**config.mk**
```make
export PLATFORM = sky130hd
export DESIGN_NAME = twiddle_stream_gen
export DESIGN_NICKNAME = d
export VERILOG_FILES = /design/src/rtl/twiddle_pkg.sv /design/src/rtl/twiddle_stream_gen_qlut.sv /design/src/rtl/twiddle_stream_gen.sv
export SDC_FILE = /design/constraint.sdc
export NUM_CORES = 1
export LEC_CHECK = 0
export ABC_AREA = 1
export BUFFER_PORTS_ARGS = -buffer_cell sky130_fd_sc_hd__buf_2
export CORE_ASPECT_RATIO = 2
export CORE_UTILIZATION = 44
export DETAILED_ROUTE_END_ITERATION = 8
export SYNTH_ARGS = -nofsm -noshare
export SYNTH_HDL_FRONTEND = slang
export SYNTH_SLANG_ARGS = --single-unit
```
**constraint.sdc**
```tcl
create_clock -name clk -period 4.45 [get_ports clk]
set_input_delay 0.2225 -clock clk [delete_from_list [all_inputs] [get_ports clk]]
set_output_delay 0.2225 -clock clk [all_outputs]
set_load 0.1 [all_outputs]
```
**src/rtl/twiddle_pkg.sv**
```systemverilog
// rtl/twiddle_pkg.sv - shared types and elaboration-time ROM helper for the twiddle streamer
package twiddle_pkg;

   typedef enum logic {ST_IDLE, ST_RUN} state_t;

   // round(FS*cos(2*pi*r/N)) via a Taylor series, evaluated only at elaboration
   function automatic int gen_quarter_cos(input int log2n, input int w, input int r);
      real fs;
      real x;
      real term;
      real sum;
      fs   = real'((longint'(1) << (w - 1)) - 1);
      x    = 2.0 * 3.14159265358979323846 * real'(r) / real'(longint'(1) << log2n);
      term = 1.0;
      sum  = 1.0;
      for (int n = 1; n <= 14; n++) begin
         term = -term * x * x / real'((2 * n - 1) * (2 * n));
         sum  = sum + term;
      end
      return $rtoi(fs * sum + 0.5);
   endfunction

endpackage

```
**src/rtl/twiddle_stream_gen_qlut.sv**
```systemverilog
// rtl/twiddle_stream_gen_qlut.sv - quarter-wave cosine ROM with PARL sync read ports and quadrant fold
module twiddle_stream_gen_qlut
   import twiddle_pkg::*;
#(
   parameter int LOG2N = 8,
   parameter int PARL  = 1,
   parameter int W     = 16
) (
   input  logic                         clk,
   input  logic                         rst_n,
   input  logic                         rd_en,
   input  logic [PARL-1:0][LOG2N-1:0]   e_i,
   output logic [PARL-1:0][W-1:0]       cos_f,
   output logic [PARL-1:0][W-1:0]       sin_f
);

   localparam int Q  = 1 << (LOG2N - 2);
   localparam int AW = LOG2N - 1;

   logic [W-1:0] rom [Q+1];

   for (genvar r = 0; r <= Q; r++) begin : g_rom
      localparam logic [W-1:0] TV = W'(gen_quarter_cos(LOG2N, W, r));
      assign rom[r] = TV;
   end

   logic [PARL-1:0][W-1:0] ta_q, ta_d;
   logic [PARL-1:0][W-1:0] tb_q, tb_d;
   logic [PARL-1:0][1:0]   quad_q, quad_d;
   logic [AW-1:0]          ra;

   // address both table entries per lane; hold when the downstream stage stalls
   always_comb begin
      ta_d   = ta_q;
      tb_d   = tb_q;
      quad_d = quad_q;
      ra     = '0;
      if (rd_en) begin
         for (int p = 0; p < PARL; p++) begin
            ra        = {1'b0, e_i[p][LOG2N-3:0]};
            ta_d[p]   = rom[ra];
            tb_d[p]   = rom[AW'(Q) - ra];
            quad_d[p] = e_i[p][LOG2N-1:LOG2N-2];
         end
      end
   end

   // registered ROM read data
   always_ff @(posedge clk or negedge rst_n) begin
      if (!rst_n) begin
         ta_q   <= '0;
         tb_q   <= '0;
         quad_q <= '0;
      end else begin
         ta_q   <= ta_d;
         tb_q   <= tb_d;
         quad_q <= quad_d;
      end
   end

   // fold the first-quadrant values into the quadrant selected by e's top bits
   always_comb begin
      cos_f = '0;
      sin_f = '0;
      for (int p = 0; p < PARL; p++) begin
         case (quad_q[p])
            2'd0: begin cos_f[p] = ta_q[p];  sin_f[p] = tb_q[p];  end
            2'd1: begin cos_f[p] = -tb_q[p]; sin_f[p] = ta_q[p];  end
            2'd2: begin cos_f[p] = -ta_q[p]; sin_f[p] = -tb_q[p]; end
            default: begin cos_f[p] = tb_q[p]; sin_f[p] = -ta_q[p]; end
         endcase
      end
   end

endmodule

```
**src/rtl/twiddle_stream_gen.sv**
```systemverilog
// rtl/twiddle_stream_gen.sv - per-stage twiddle streamer: FSM, beat counter, elastic 3-stage pipe
module twiddle_stream_gen
   import twiddle_pkg::*;
#(
   parameter int LOG2N = 8,
   parameter int PARL  = 1,
   parameter int W     = 16
) (
   input  logic                      clk,
   input  logic                      rst_n,
   input  logic                      start,
   input  logic [$clog2(LOG2N):0]    stage,
   input  logic                      inv,
   output logic                      busy,
   output logic                      tvalid,
   input  logic                      tready,
   output logic                      tlast,
   output logic [PARL-1:0][W-1:0]    cos_o,
   output logic [PARL-1:0][W-1:0]    sin_o
);

   localparam int SW     = $clog2(LOG2N) + 1;
   localparam int NBEATS = (1 << (LOG2N - 1)) / PARL;
   localparam int BW     = (NBEATS > 1) ? $clog2(NBEATS) : 1;
   localparam int PW     = $clog2(PARL);
   localparam logic [LOG2N-1:0] ONE_E = 1;

   state_t                     state_q, state_d;
   logic [SW-1:0]              stage_q, stage_d;
   logic                       inv_q, inv_d;
   logic [BW-1:0]              beat_q, beat_d;
   logic                       issued_q, issued_d;
   logic                       v1_q, v1_d, last1_q, last1_d;
   logic [PARL-1:0][LOG2N-1:0] e1_q, e1_d;
   logic                       v2_q, v2_d, last2_q, last2_d;
   logic                       v3_q, v3_d, last3_q, last3_d;
   logic [PARL-1:0][W-1:0]     cos_q, cos_d, sin_q, sin_d;
   logic [PARL-1:0][W-1:0]     cos_f, sin_f;
   logic                       adv1, adv2, adv3, issue, start_ok, last_beat;

   // exponent e for lane p of beat b at stage s: (j mod 2^(s-1)) << (LOG2N-s)
   function automatic logic [LOG2N-1:0] lane_e(input logic [BW-1:0] b, input int p,
                                                input logic [SW-1:0] s);
      logic [LOG2N-1:0] j;
      logic [LOG2N-1:0] mask;
      j    = (LOG2N'(b) << PW) | LOG2N'(p);
      mask = (ONE_E << (s - SW'(1))) - ONE_E;
      return (j & mask) << (LOG2N - int'(s));
   endfunction

   // handshake-driven advance: a stage moves when its output is empty or is being taken
   always_comb begin
      adv3      = !v3_q || tready;
      adv2      = !v2_q || adv3;
      adv1      = !v1_q || adv2;
      last_beat = (beat_q == BW'(NBEATS - 1));
      start_ok  = start && (state_q == ST_IDLE) && (stage != '0) && (stage <= SW'(LOG2N));
      issue     = (state_q == ST_RUN) && !issued_q && adv1;
   end

   // frame FSM and beat counter
   always_comb begin
      state_d  = state_q;
      stage_d  = stage_q;
      inv_d    = inv_q;
      beat_d   = beat_q;
      issued_d = issued_q;
      case (state_q)
         ST_IDLE: begin
            if (start_ok) begin
               state_d  = ST_RUN;
               stage_d  = stage;
               inv_d    = inv;
               beat_d   = '0;
               issued_d = 1'b0;
            end
         end
         default: begin
            if (issue) begin
               beat_d = beat_q + BW'(1);
               if (last_beat) issued_d = 1'b1;
            end
            if (v3_q && tready && last3_q) state_d = ST_IDLE;
         end
      endcase
   end

   // pipe stage contents: index gen, ROM read (inside qlut), fold/negate output
   always_comb begin
      v1_d    = v1_q;
      last1_d = last1_q;
      e1_d    = e1_q;
      v2_d    = v2_q;
      last2_d = last2_q;
      v3_d    = v3_q;
      last3_d = last3_q;
      cos_d   = cos_q;
      sin_d   = sin_q;
      if (adv1) begin
         v1_d    = issue;
         last1_d = issue && last_beat;
         for (int p = 0; p < PARL; p++) e1_d[p] = lane_e(beat_q, p, stage_q);
      end
      if (adv2) begin
         v2_d    = v1_q;
         last2_d = last1_q;
      end
      if (adv3) begin
         v3_d    = v2_q;
         last3_d = last2_q;
         for (int p = 0; p < PARL; p++) begin
            cos_d[p] = cos_f[p];
            sin_d[p] = inv_q ? sin_f[p] : -sin_f[p];
         end
      end
   end

   // all state registers; reset discards any partial frame
   always_ff @(posedge clk or negedge rst_n) begin
      if (!rst_n) begin
         state_q  <= ST_IDLE;
         stage_q  <= '0;
         inv_q    <= 1'b0;
         beat_q   <= '0;
         issued_q <= 1'b0;
         v1_q     <= 1'b0;
         last1_q  <= 1'b0;
         e1_q     <= '0;
         v2_q     <= 1'b0;
         last2_q  <= 1'b0;
         v3_q     <= 1'b0;
         last3_q  <= 1'b0;
         cos_q    <= '0;
         sin_q    <= '0;
      end else begin
         state_q  <= state_d;
         stage_q  <= stage_d;
         inv_q    <= inv_d;
         beat_q   <= beat_d;
         issued_q <= issued_d;
         v1_q     <= v1_d;
         last1_q  <= last1_d;
         e1_q     <= e1_d;
         v2_q     <= v2_d;
         last2_q  <= last2_d;
         v3_q     <= v3_d;
         last3_q  <= last3_d;
         cos_q    <= cos_d;
         sin_q    <= sin_d;
      end
   end

   twiddle_stream_gen_qlut #(.LOG2N(LOG2N), .PARL(PARL), .W(W)) u_qlut (
      .clk   (clk),
      .rst_n (rst_n),
      .rd_en (adv2),
      .e_i   (e1_q),
      .cos_f (cos_f),
      .sin_f (sin_f)
   );

   assign busy   = (state_q == ST_RUN);
   assign tvalid = v3_q;
   assign tlast  = last3_q;
   assign cos_o  = cos_q;
   assign sin_o  = sin_q;

endmodule

```
==> impl_metrics.csv, run 1 <==
group,metric,value,unit
hold_path,hp-start,"stage[0]",
logic_synthesis,dominantRegCellSynth,"sky130_fd_sc_hd__dfrtp_1",
placement,place_hpwl,26700,µm
setup_path,worst_setup_path_startpoint,"e1_q[1]",
setup_path,critical-path-max-stage-delay,0.63,ns
cells_and_area,area_growth_syn_to_layout,7.64,%
die,start_util,0.453,
detailed_routing,final_antenna_net_count,0,
setup_path,worst_path_max_delay_cell,"sky130_fd_sc_hd__ha_1",
cells_and_area,finished_cell_area,0.00897,mm²
logic_synthesis,netlist_area,0.00834,mm²
sta,timing.final.crit_share,0.835,
global_route,grt_start_max_net_pins,53,
sta,setup_viol_count_final,0,
logic_synthesis,synth-seq-area-share,0.276,
placement,global_placer_s_final_weighted_congestion,1.09,
die,floorplan.die.width,99.3,µm
logic_synthesis,number_of_nets_in_the_synthesized_netlist,1389,
global_route,grt_pass1_wl,54800,µm
setup_path,critical_path_arrival,3.98,ns
run,cap_viol_max_count,0,
cells_and_area,drive_gt1_frac,0.0816,
setup_path,worst_path_dominant_cell_family,"adder cells",
sta,final_max_slew_viol_count,0,
logic_synthesis,number_of_enable_flip_flop_cells_after_synthesis,0,
cts,numCtsBuffers,9,
setup_path,r2r_start,"e1_q[1]",
global_route,grt_usage,0.376,
sta,timing_hold_violations_final,0,
hold_path,holdCritPathClass,"in2reg",
cts,clk_latency,0.36,ns
hold_path,timing.hold.worst_path_depth,3,
cells_and_area,num-nets-final,1396,
setup_path,worst-setup-path-type,"reg2reg",
cts,clock_pin_slew_of_the_registers_on_the_worst_case_setup_and_hold_paths,0.07,ns
setup_path,worst_setup_path_end_kind,"register",
cells_and_area,antennaDiodeCount,0,
global_route,antenna_violations_before_repair,0,
cts,cts.root.buffer_cell,"sky130_fd_sc_hd__clkbuf_16",
setup_path,crit_path_cell_trace,"inv_1 -> ha_1 -> inv_1 -> ha_1 -> inv_1 -> o21ai_1 -> a21oi_1 -> o21ai_0 -> nand2_1 -> o22ai_1",
die,fp.dieH,197,µm
setup_path,worst_ep_required_time,4.72,ns
setup_path,critical_path.n_buffers_inverters,3,
sta,max-slew-margin-rel,0.487,
logic_synthesis,synthDistinctLibCells,44,
logic_synthesis,warnings_from_yosys,0,
setup_path,path_common_cell,"sky130_fd_sc_hd__inv_1",
sta,fin_setup_tns,0,ns
cells_and_area,filler_cell_count,1997,
global_route,first_global_vias,9468,
sta,max_freq,269,MHz
die,die_area,0.0195,mm²
logic_synthesis,yosysTopAreaCell,"sky130_fd_sc_hd__dfrtp_1",
die,design.portCount,44,
detailed_routing,drt-pass1-iter-count,6,
sta,layout_min_cycle_time,3.71,ns
logic_synthesis,ys_ff_latch,92,
setup_path,reg2reg_depth,10,
logic_synthesis,synth.avg_cell_area,6.18,µm²
cts,cts_num_sinks,92,
cts,clock_tree.htree_level_count,3,
cts,cts_post_setup_buffers_inserted,0,
detailed_routing,wirelength,35500,µm
logic_synthesis,asyncSetResetFlopFracSynth,1.00,
detailed_routing,via_count,9853,
setup_path,worst-r2r-setup-slack,0.74,ns
setup_path,critPathMaxFanout,17,
detailed_routing,initialDrtViolationCount,920,
sta,setup_repair_after_global_routing_missed_its_margin,"false",
die,floorplan.core_area,0.0184,mm²
logic_synthesis,synthTopCellsByArea,"sky130_fd_sc_hd__dfrtp_1 28%, sky130_fd_sc_hd__nand2_1 16%, sky130_fd_sc_hd__o21ai_0 9.7%",
setup_path,path_depth,10,
placement,placedInstanceArea,0.00868,mm²
sta,final_clock_skew,0.0124,ns
detailed_routing,wl_per_cell,22.5,µm
die,placement_rows,70,
cts,clock_tree_from_tritoncts,"built",
cts,clockBufferDepth,2,
sta,tightestPinTransition,0.762,ns
logic_synthesis,yosys.cell_count.top_type,"sky130_fd_sc_hd__nand2_1",
logic_synthesis,yosys-top-cells-count,"356 x sky130_fd_sc_hd__nand2_1, 161 x sky130_fd_sc_hd__o21ai_0, 145 x sky130_fd_sc_hd__nor2_1",
detailed_routing,vias_per_cell,6.25,
logic_synthesis,gate_count_of_the_mapped_netlist,1349,
detailed_routing,drt_drc_violations_left,0,
global_route,grt-ovfl-total,0,
placement,io_buffers,43,
setup_path,startpoint_type,"register",
run_status,run_status,"finished, final reports clean",
logic_synthesis,post-synth-top-area-fraction,0.276,
-- layout make-up --
type / count / area (µm²) / area share
clock buffers: 11 / 243 / 0.0270
clock inverters: 5 / 42.5 / 0.00474
inverters: 139 / 522 / 0.0581
multi-input cells: 1054 / 5250 / 0.585
flip-flops and latches: 92 / 2300 / 0.257
well taps: 216 / 270 / 0.0301
repair buffers: 60 / 348 / 0.0388
-- stage by stage --
stage / util / hold WS (ns) / std cells / setup WS (ns)
after global routing: 0.488 / 0.107 / 1577 / 0.475
after detailed placement: 0.472 / 0.231 / 1560 / 0.927
after floorplan: - / -0.0731 / 1349 / 1.43
after CTS: 0.488 / 0.0793 / 1577 / 0.891
final: 0.488 / 0.0818 / 1577 / 0.736
after global placement: 0.472 / 0.225 / 1560 / 1.10
-- routing by layer --
layer | global-route usage | part of all wire | up-vias
met5 | 0 | 0 | -
met4 | 0.339 | 0.11 | 0
met3 | 0.0684 | 0.064 | 215
met2 | 0.650 | 0.49 | 537
met1 | 0.379 | 0.34 | 4574
li1 | - | - | 4527
-- final timing paths --
check / endpoint
max in group asynchronous: u_qlut.quad_q[1]
min in group asynchronous: cos_o[13]
max: u_qlut.tb_q[6]
min: stage_q[0]
min reg2reg: tvalid
max reg2reg: u_qlut.tb_q[6]
-- cells in the final DEF, fill, tap and decap left out, types with 11 or more instances in the layout --
| cell | Yosys | layout |
|---|---|---|
| sky130_fd_sc_hd__o22ai_1 | 24 | 24 |
| sky130_fd_sc_hd__inv_2 | 11 | 11 |
| sky130_fd_sc_hd__nor2_1 | 145 | 143 |
| sky130_fd_sc_hd__o221ai_1 | 15 | 15 |
| sky130_fd_sc_hd__nand2_1 | 356 | 356 |
| sky130_fd_sc_hd__o21ai_0 | 161 | 161 |
| sky130_fd_sc_hd__buf_4 | 4 | 17 |
| sky130_fd_sc_hd__ha_1 | 31 | 31 |
| sky130_fd_sc_hd__nand3_1 | 117 | 117 |
| sky130_fd_sc_hd__a31oi_1 | 13 | 13 |
| sky130_fd_sc_hd__buf_2 | 17 | 42 |
| sky130_fd_sc_hd__nor3_1 | 13 | 13 |
| sky130_fd_sc_hd__dfrtp_1 | 92 | 92 |
| sky130_fd_sc_hd__o21ai_1 | 23 | 23 |
| sky130_fd_sc_hd__o211ai_1 | 17 | 17 |
| sky130_fd_sc_hd__inv_1 | 125 | 125 |
| sky130_fd_sc_hd__a21oi_1 | 68 | 68 |
-- state kept, by name, indices dropped and copies added (netlist names) --
signal / flops
tvalid: 1
issued_q: 1
u_qlut.ta_q: 15
u_qlut.quad_q: 2
v2_q: 1
tlast: 1
u_qlut.tb_q: 15
inv_q: 1
sin_o: 16
last1_q: 1
busy: 1
cos_o: 16
stage_q: 4
e1_q: 8
v1_q: 1
last2_q: 1
beat_q: 7
-- logic make-up (layout without fill, tap and decap cells) --
| logic type | Yosys count | count (layout) | synth area share |
|---|---|---|---|
| AO/OA/AOI/OAI | 345 | 345 | 0.235 |
| XOR/XNOR | 12 | 12 | 0.0135 |
| adder cells (fa/ha/maj) | 31 | 31 | 0.0465 |
| buffers and inverters | 203 | 215 | 0.0958 |
| flip-flops | 92 | 92 | 0.276 |
| AND/OR/NAND/NOR | 666 | 666 | 0.333 |
-- worst reg2reg max path, cell delays in order (launching register included) --
cell and delay [ns]:
sky130_fd_sc_hd__dfrtp_1 0.57, sky130_fd_sc_hd__inv_1 0.33, sky130_fd_sc_hd__ha_1 0.48, sky130_fd_sc_hd__inv_1 0.19, sky130_fd_sc_hd__ha_1 0.63, sky130_fd_sc_hd__inv_1 0.41, sky130_fd_sc_hd__o21ai_1 0.41, sky130_fd_sc_hd__a21oi_1 0.06
sky130_fd_sc_hd__o21ai_0 0.34, sky130_fd_sc_hd__nand2_1 0.09, sky130_fd_sc_hd__o22ai_1 0.12
-- what timing repair did --
item | 4_1_cts | 5_1_grt
hold buffers | 1 | 0
endpoints found under the hold margin | 40 | 0
resized for setup | 0 | 0
Power of run 1 is left out: the tool's default activity adds up to more than one toggle a clock period on the data nets, which glitch-free logic cannot reach.
==> run 2: changes to the inputs <==
Clock period 4.45 ns to 3.7 ns, I/O delays scaled along.
==> run 2 against run 1 <==
Effect of this change:
- cell count grew 0.95%
- flip-flop and latch count is the same
- first-iteration DRC count shrank 23%
- critical path type unchanged
- critical endpoint is now u_qlut.tb_q[5]
- cell area grew 1.5%
- register-to-register slack lost 0.08 ns
- global-route usage grew 2.0 points
- maximum frequency grew 22%
- sequential share of layout area shrank 0.38 points
- via count shrank 0.47%
- worst setup slack lost 0.078 ns
- clock skew shrank 0.0010 ns
- critical path depth grew 3
==> impl_metrics.csv, run 2 (same netlist as run 1, synthesis figures left out) <==
group,metric,value,unit
run_status,run_status,"finished, final reports clean",
sta,fin_setup_tns,0,ns
die,fp.dieH,197,µm
setup_path,worst_path_max_delay_cell,"sky130_fd_sc_hd__ha_1",
cells_and_area,drive_gt1_frac,0.0923,
cells_and_area,filler_cell_count,2006,
die,die_area,0.0195,mm²
global_route,grt_usage,0.396,
sta,setup_viol_count_final,0,
setup_path,worst_ep_required_time,3.93,ns
cells_and_area,area_growth_syn_to_layout,9.26,%
die,start_util,0.453,
die,floorplan.core_area,0.0184,mm²
global_route,grt_pass1_wl,56700,µm
setup_path,r2r_start,"e1_q[1]",
run,cap_viol_max_count,0,
cells_and_area,leading_cell_type_in_the_layout_fill_and_taps_excluded,"sky130_fd_sc_hd__nand2_1",
sta,layout_min_cycle_time,3.04,ns
detailed_routing,wirelength,37600,µm
setup_path,worst_setup_path_startpoint,"e1_q[1]",
sta,final_max_slew_viol_count,0,
global_route,antenna_violations_before_repair,0,
setup_path,worst-setup-path-type,"reg2reg",
placement,place_hpwl,29200,µm
placement,numPlacedInstances,1575,
detailed_routing,drt_drc_violations_left,0,
cts,numCtsBuffers,9,
cts,clk_latency,0.36,ns
cts,clock_pin_slew_of_the_registers_on_the_worst_case_setup_and_hold_paths,0.07,ns
sta,timing.final.crit_share,0.822,
setup_path,crit_path_cell_trace,"inv_1 -> ha_1 -> inv_1 -> ha_1 -> buf_4 -> nand2_1 -> inv_1 -> nor3_1 -> nand2_1 -> o211ai_1 -> o211ai_1 -> nand3_1 -> o21ai_0",
sta,final_clock_skew,0.0114,ns
die,placement_rows,70,
setup_path,critical_path_arrival,3.27,ns
cts,clock_tree.htree_level_count,3,
setup_path,critical-path-max-stage-delay,0.42,ns
setup_path,worst_setup_path_end_kind,"register",
detailed_routing,final_antenna_net_count,0,
hold_path,holdCritPathClass,"in2reg",
sta,max_freq,329,MHz
sta,tightestPinTransition,0.868,ns
cts,cts.root.buffer_cell,"sky130_fd_sc_hd__clkbuf_16",
sta,max-slew-margin-rel,0.421,
placement,io_buffers,43,
die,floorplan.die.width,99.3,µm
setup_path,critical_path.n_buffers_inverters,4,
detailed_routing,initialDrtViolationCount,709,
detailed_routing,drt-pass1-iter-count,5,
detailed_routing,vias_per_cell,6.16,
cts,clock_tree_from_tritoncts,"built",
setup_path,path_common_cell,"sky130_fd_sc_hd__inv_1",
sta,timing_hold_violations_final,0,
global_route,first_global_vias,9747,
global_route,grt-ovfl-total,0,
cells_and_area,antennaDiodeCount,0,
cells_and_area,finish.cell_count_without_fillers,1592,
setup_path,startpoint_type,"register",
cts,cts_num_sinks,92,
cts,clockBufferDepth,2,
cells_and_area,most-common-layout-cells,"356 x sky130_fd_sc_hd__nand2_1, 161 x sky130_fd_sc_hd__o21ai_0, 143 x sky130_fd_sc_hd__nor2_1",
hold_path,hp-start,"stage[1]",
cells_and_area,num-nets-final,1411,
detailed_routing,wl_per_cell,23.6,µm
cts,cts_post_setup_buffers_inserted,0,
placement,global_placer_s_final_weighted_congestion,1.05,
setup_path,worst_path_dominant_cell_family,"buffers and inverters",
global_route,grt_start_max_net_pins,64,
die,design.portCount,44,
setup_path,critPathMaxFanout,27,
cells_and_area,finish.utilization,0.495,
sta,setup_repair_after_global_routing_missed_its_margin,"false",
detailed_routing,via_count,9807,
-- run 2: path summary, 6_finish.rpt --
| path | endpoint | slack, ns | cells past startpoint |
|---|---|---|---|
| min reg2reg | tvalid | 0.46 | 2 |
| min | stage_q[1] | 0.05 | 3 |
| max in group asynchronous | sin_o[13] | 2.30 | 3 |
| min in group asynchronous | cos_o[14] | 0.48 | 2 |
| max reg2reg | u_qlut.tb_q[5] | 0.66 | 13 |
| max | u_qlut.tb_q[5] | 0.66 | 13 |
-- run 2: layer usage --
layer | part of all wire | GRT usage | vias up
met5 | 0 | 0 | -
met4 | 0.12 | 0.395 | 0
met3 | 0.054 | 0.0755 | 230
met2 | 0.51 | 0.700 | 501
met1 | 0.32 | 0.367 | 4506
li1 | - | - | 4570
-- run 2: worst reg2reg max path, stage by stage (launching register included) --
cell                       delay (ns)
sky130_fd_sc_hd__dfrtp_1         0.38
sky130_fd_sc_hd__inv_1           0.21
sky130_fd_sc_hd__ha_1            0.42
sky130_fd_sc_hd__inv_1           0.19
sky130_fd_sc_hd__ha_1            0.33
sky130_fd_sc_hd__buf_4           0.23
sky130_fd_sc_hd__nand2_1         0.10
sky130_fd_sc_hd__inv_1           0.12
sky130_fd_sc_hd__nor3_1          0.34
sky130_fd_sc_hd__nand2_1         0.10
sky130_fd_sc_hd__o211ai_1        0.18
sky130_fd_sc_hd__o211ai_1        0.14
sky130_fd_sc_hd__nand3_1         0.10
sky130_fd_sc_hd__o21ai_0         0.08
-- run 2: through the flow --
step | hold slack [ns] | cell area [µm²] | worst slack [ns]
6_report | 0.0523 | 9110 | 0.658
5_1_grt | 0.0674 | 9110 | 0.431
4_1_cts | 0.0413 | 9110 | 0.735
3_5_place_dp | 0.339 | 8790 | 0.757
3_3_place_gp | 0.331 | 8790 | 0.839
2_1_floorplan | -0.111 | 8340 | 0.680
-- run 2: layout make-up --
class / count / area, µm² / area share
clock buffer: 10 / 239 / 0.0262
clock inverter: 6 / 68.8 / 0.00755
inverter: 139 / 522 / 0.0573
multi-input combinational: 1054 / 5250 / 0.576
sequential: 92 / 2300 / 0.253
tap: 216 / 270 / 0.0297
timing repair buffer: 75 / 460 / 0.0505
-- run 2: timing repair --
action,4_1_cts,5_1_grt
gates resized for setup,0,0
hold endpoints to repair,62,0
setup endpoints to repair,0,0
hold buffers,1,0
Power of run 2 is left out for the same reason.
==> run 3: changes to the inputs <==
Clock period 3.7 ns to 2.75 ns, I/O delays scaled along.
==> run 3 against run 2 <==
Effect of this change:
- cell area is 5.0% higher
- critical path depth is 3 lower
- critical path type unchanged
- maximum frequency is 14% higher
- routed wire length is 2.7% higher
- non-clock buffer count is 54 higher
==> impl_metrics.csv, run 3 (same netlist as run 1, synthesis figures left out) <==
group,metric,value,unit
sta,fin_setup_tns,0,ns
die,floorplan.die.width,99.3,µm
setup_path,worst_setup_path_end_kind,"register",
sta,timing.final.crit_share,0.973,
setup_path,startpoint_type,"register",
cts,cts_post_setup_buffers_inserted,0,
setup_path,worst-setup-path-type,"reg2reg",
setup_path,worst_ep_required_time,2.97,ns
sta,timing_hold_violations_final,0,
die,floorplan.core_area,0.0184,mm²
detailed_routing,wl_per_cell,23.5,µm
placement,numPlacedInstances,1628,
detailed_routing,wirelength,38600,µm
setup_path,critical_path_arrival,2.90,ns
global_route,grt_usage,0.409,
die,fp.dieH,197,µm
hold_path,holdCritPathClass,"in2reg",
die,die_area,0.0195,mm²
cts,clock_tree_from_tritoncts,"built",
cells_and_area,drive_gt1_frac,0.128,
detailed_routing,drt_drc_violations_left,0,
sta,layout_min_cycle_time,2.68,ns
cts,clock_tree.htree_level_count,3,
placement,io_buffers,43,
cells_and_area,antennaDiodeCount,0,
placement,placedInstanceArea,0.00923,mm²
placement,place_hpwl,30200,µm
run_status,run_status,"finished, final reports clean",
die,placement_rows,70,
die,design.portCount,44,
global_route,grt-ovfl-total,0,
sta,tightestPinTransition,0.982,ns
cells_and_area,num-nets-final,1465,
cts,clock_pin_slew_of_the_registers_on_the_worst_case_setup_and_hold_paths,0.07,ns
setup_path,crit_path_cell_trace,"inv_1 -> ha_1 -> nand3_1 -> nor2_1 -> xor2_1 -> inv_1 -> a31oi_1 -> o21ai_0 -> nand3_1 -> o21ai_0",
setup_path,critical_path.n_buffers_inverters,2,
sta,hold_slack,0.00774,ns
cells_and_area,leading_cell_type_in_the_layout_fill_and_taps_excluded,"sky130_fd_sc_hd__nand2_1",
cells_and_area,finished_cell_area,0.00957,mm²
run,cap_viol_max_count,0,
sta,final_clock_skew,0.0117,ns
setup_path,critPathMaxFanout,10,
cts,cts.root.buffer_cell,"sky130_fd_sc_hd__clkbuf_16",
sta,max-slew-margin-rel,0.345,
detailed_routing,vias_per_cell,6.12,
cells_and_area,area_growth_syn_to_layout,14.8,%
setup_path,worst_path_max_delay_cell,"sky130_fd_sc_hd__dfrtp_1",
die,start_util,0.453,
detailed_routing,via_count,10075,
sta,max_freq,374,MHz
detailed_routing,final_antenna_net_count,0,
global_route,grt_start_max_net_pins,71,
placement,global_placer_s_final_weighted_congestion,1.07,
sta,setup_viol_count_final,0,
detailed_routing,initialDrtViolationCount,816,
sta,final_max_slew_viol_count,0,
cells_and_area,most-common-layout-cells,"355 x sky130_fd_sc_hd__nand2_1, 161 x sky130_fd_sc_hd__o21ai_0, 142 x sky130_fd_sc_hd__nor2_1",
cts,numCtsBuffers,9,
cts,clk_latency,0.36,ns
global_route,first_global_vias,10098,
setup_path,critical-path-max-stage-delay,0.38,ns
cells_and_area,finish.cell_count_without_fillers,1645,
global_route,grt_pass1_wl,58900,µm
detailed_routing,drt-pass1-iter-count,9,
global_route,antenna_violations_before_repair,0,
cts,cts_num_sinks,92,
cts,clockBufferDepth,2,
sta,setup_repair_after_global_routing_missed_its_margin,"false",
setup_path,worst_path_dominant_cell_family,"compound AO/OA/AOI/OAI gates",
==> run 3: changes by cell type in the layout (fill, tap and decap cells not counted), sizes merged <==
cell	delta
buf	+53
clkinv	-1
clkinvlp	+1
dlygate4sd3	+1
inv	-1
==> run 3: timing repair <==
action                     in CTS  in global routing
hold buffers                    2                  0
gates resized for setup         0                  6
setup endpoints to repair       0                  4
hold endpoints to repair       69                  0
==> run 3: worst paths after layout <==
path | startpoint | end | slack (ns) | cells past startpoint
max in group asynchronous | rst_n | busy | 1.52 | 3
min reg2reg | v2_q | tvalid | 0.45 | 2
min | stage[0] | stage_q[0] | 0.008 | 3
min in group asynchronous | rst_n | e1_q[1] | 0.44 | 2
max | e1_q[2] | u_qlut.tb_q[4] | 0.07 | 10
max reg2reg | e1_q[2] | u_qlut.tb_q[4] | 0.07 | 10
==> run 3: cell type report <==
class | count | area [µm²]
clock buffer | 10 | 229
clock inverter | 5 | 60.1
fill | 1932 | 8820
inverter | 139 | 522
multi-input combinational | 1054 | 5280
sequential | 92 | 2300
tap | 216 | 270
timing repair buffer | 129 | 906
==> run 3: worst min-delay path, stage by stage <==
cell and delay (ns):
sky130_fd_sc_hd__buf_2 0.09, sky130_fd_sc_hd__nand2_1 0.04, sky130_fd_sc_hd__o21ai_0 0.06
==> run 3: routing by layer <==
metal,track usage,share of wire,vias up
met5,0.00531,0,-
met1,0.382,0.33,4626
met3,0.0791,0.054,250
met2,0.713,0.50,532
met4,0.419,0.12,0
li1,-,-,4667
==> run 3: stage by stage <==
| stage | utilization | setup slack, ns |
|---|---|---|
| floorplan | - | 0.00904 |
| global placement | 0.502 | 0.0364 |
| detailed placement | 0.502 | 0.0555 |
| CTS | 0.518 | 0.0527 |
| global route | 0.520 | 0.00187 |
| finish | 0.520 | 0.0747 |
Power of run 3 is left out for the same reason.
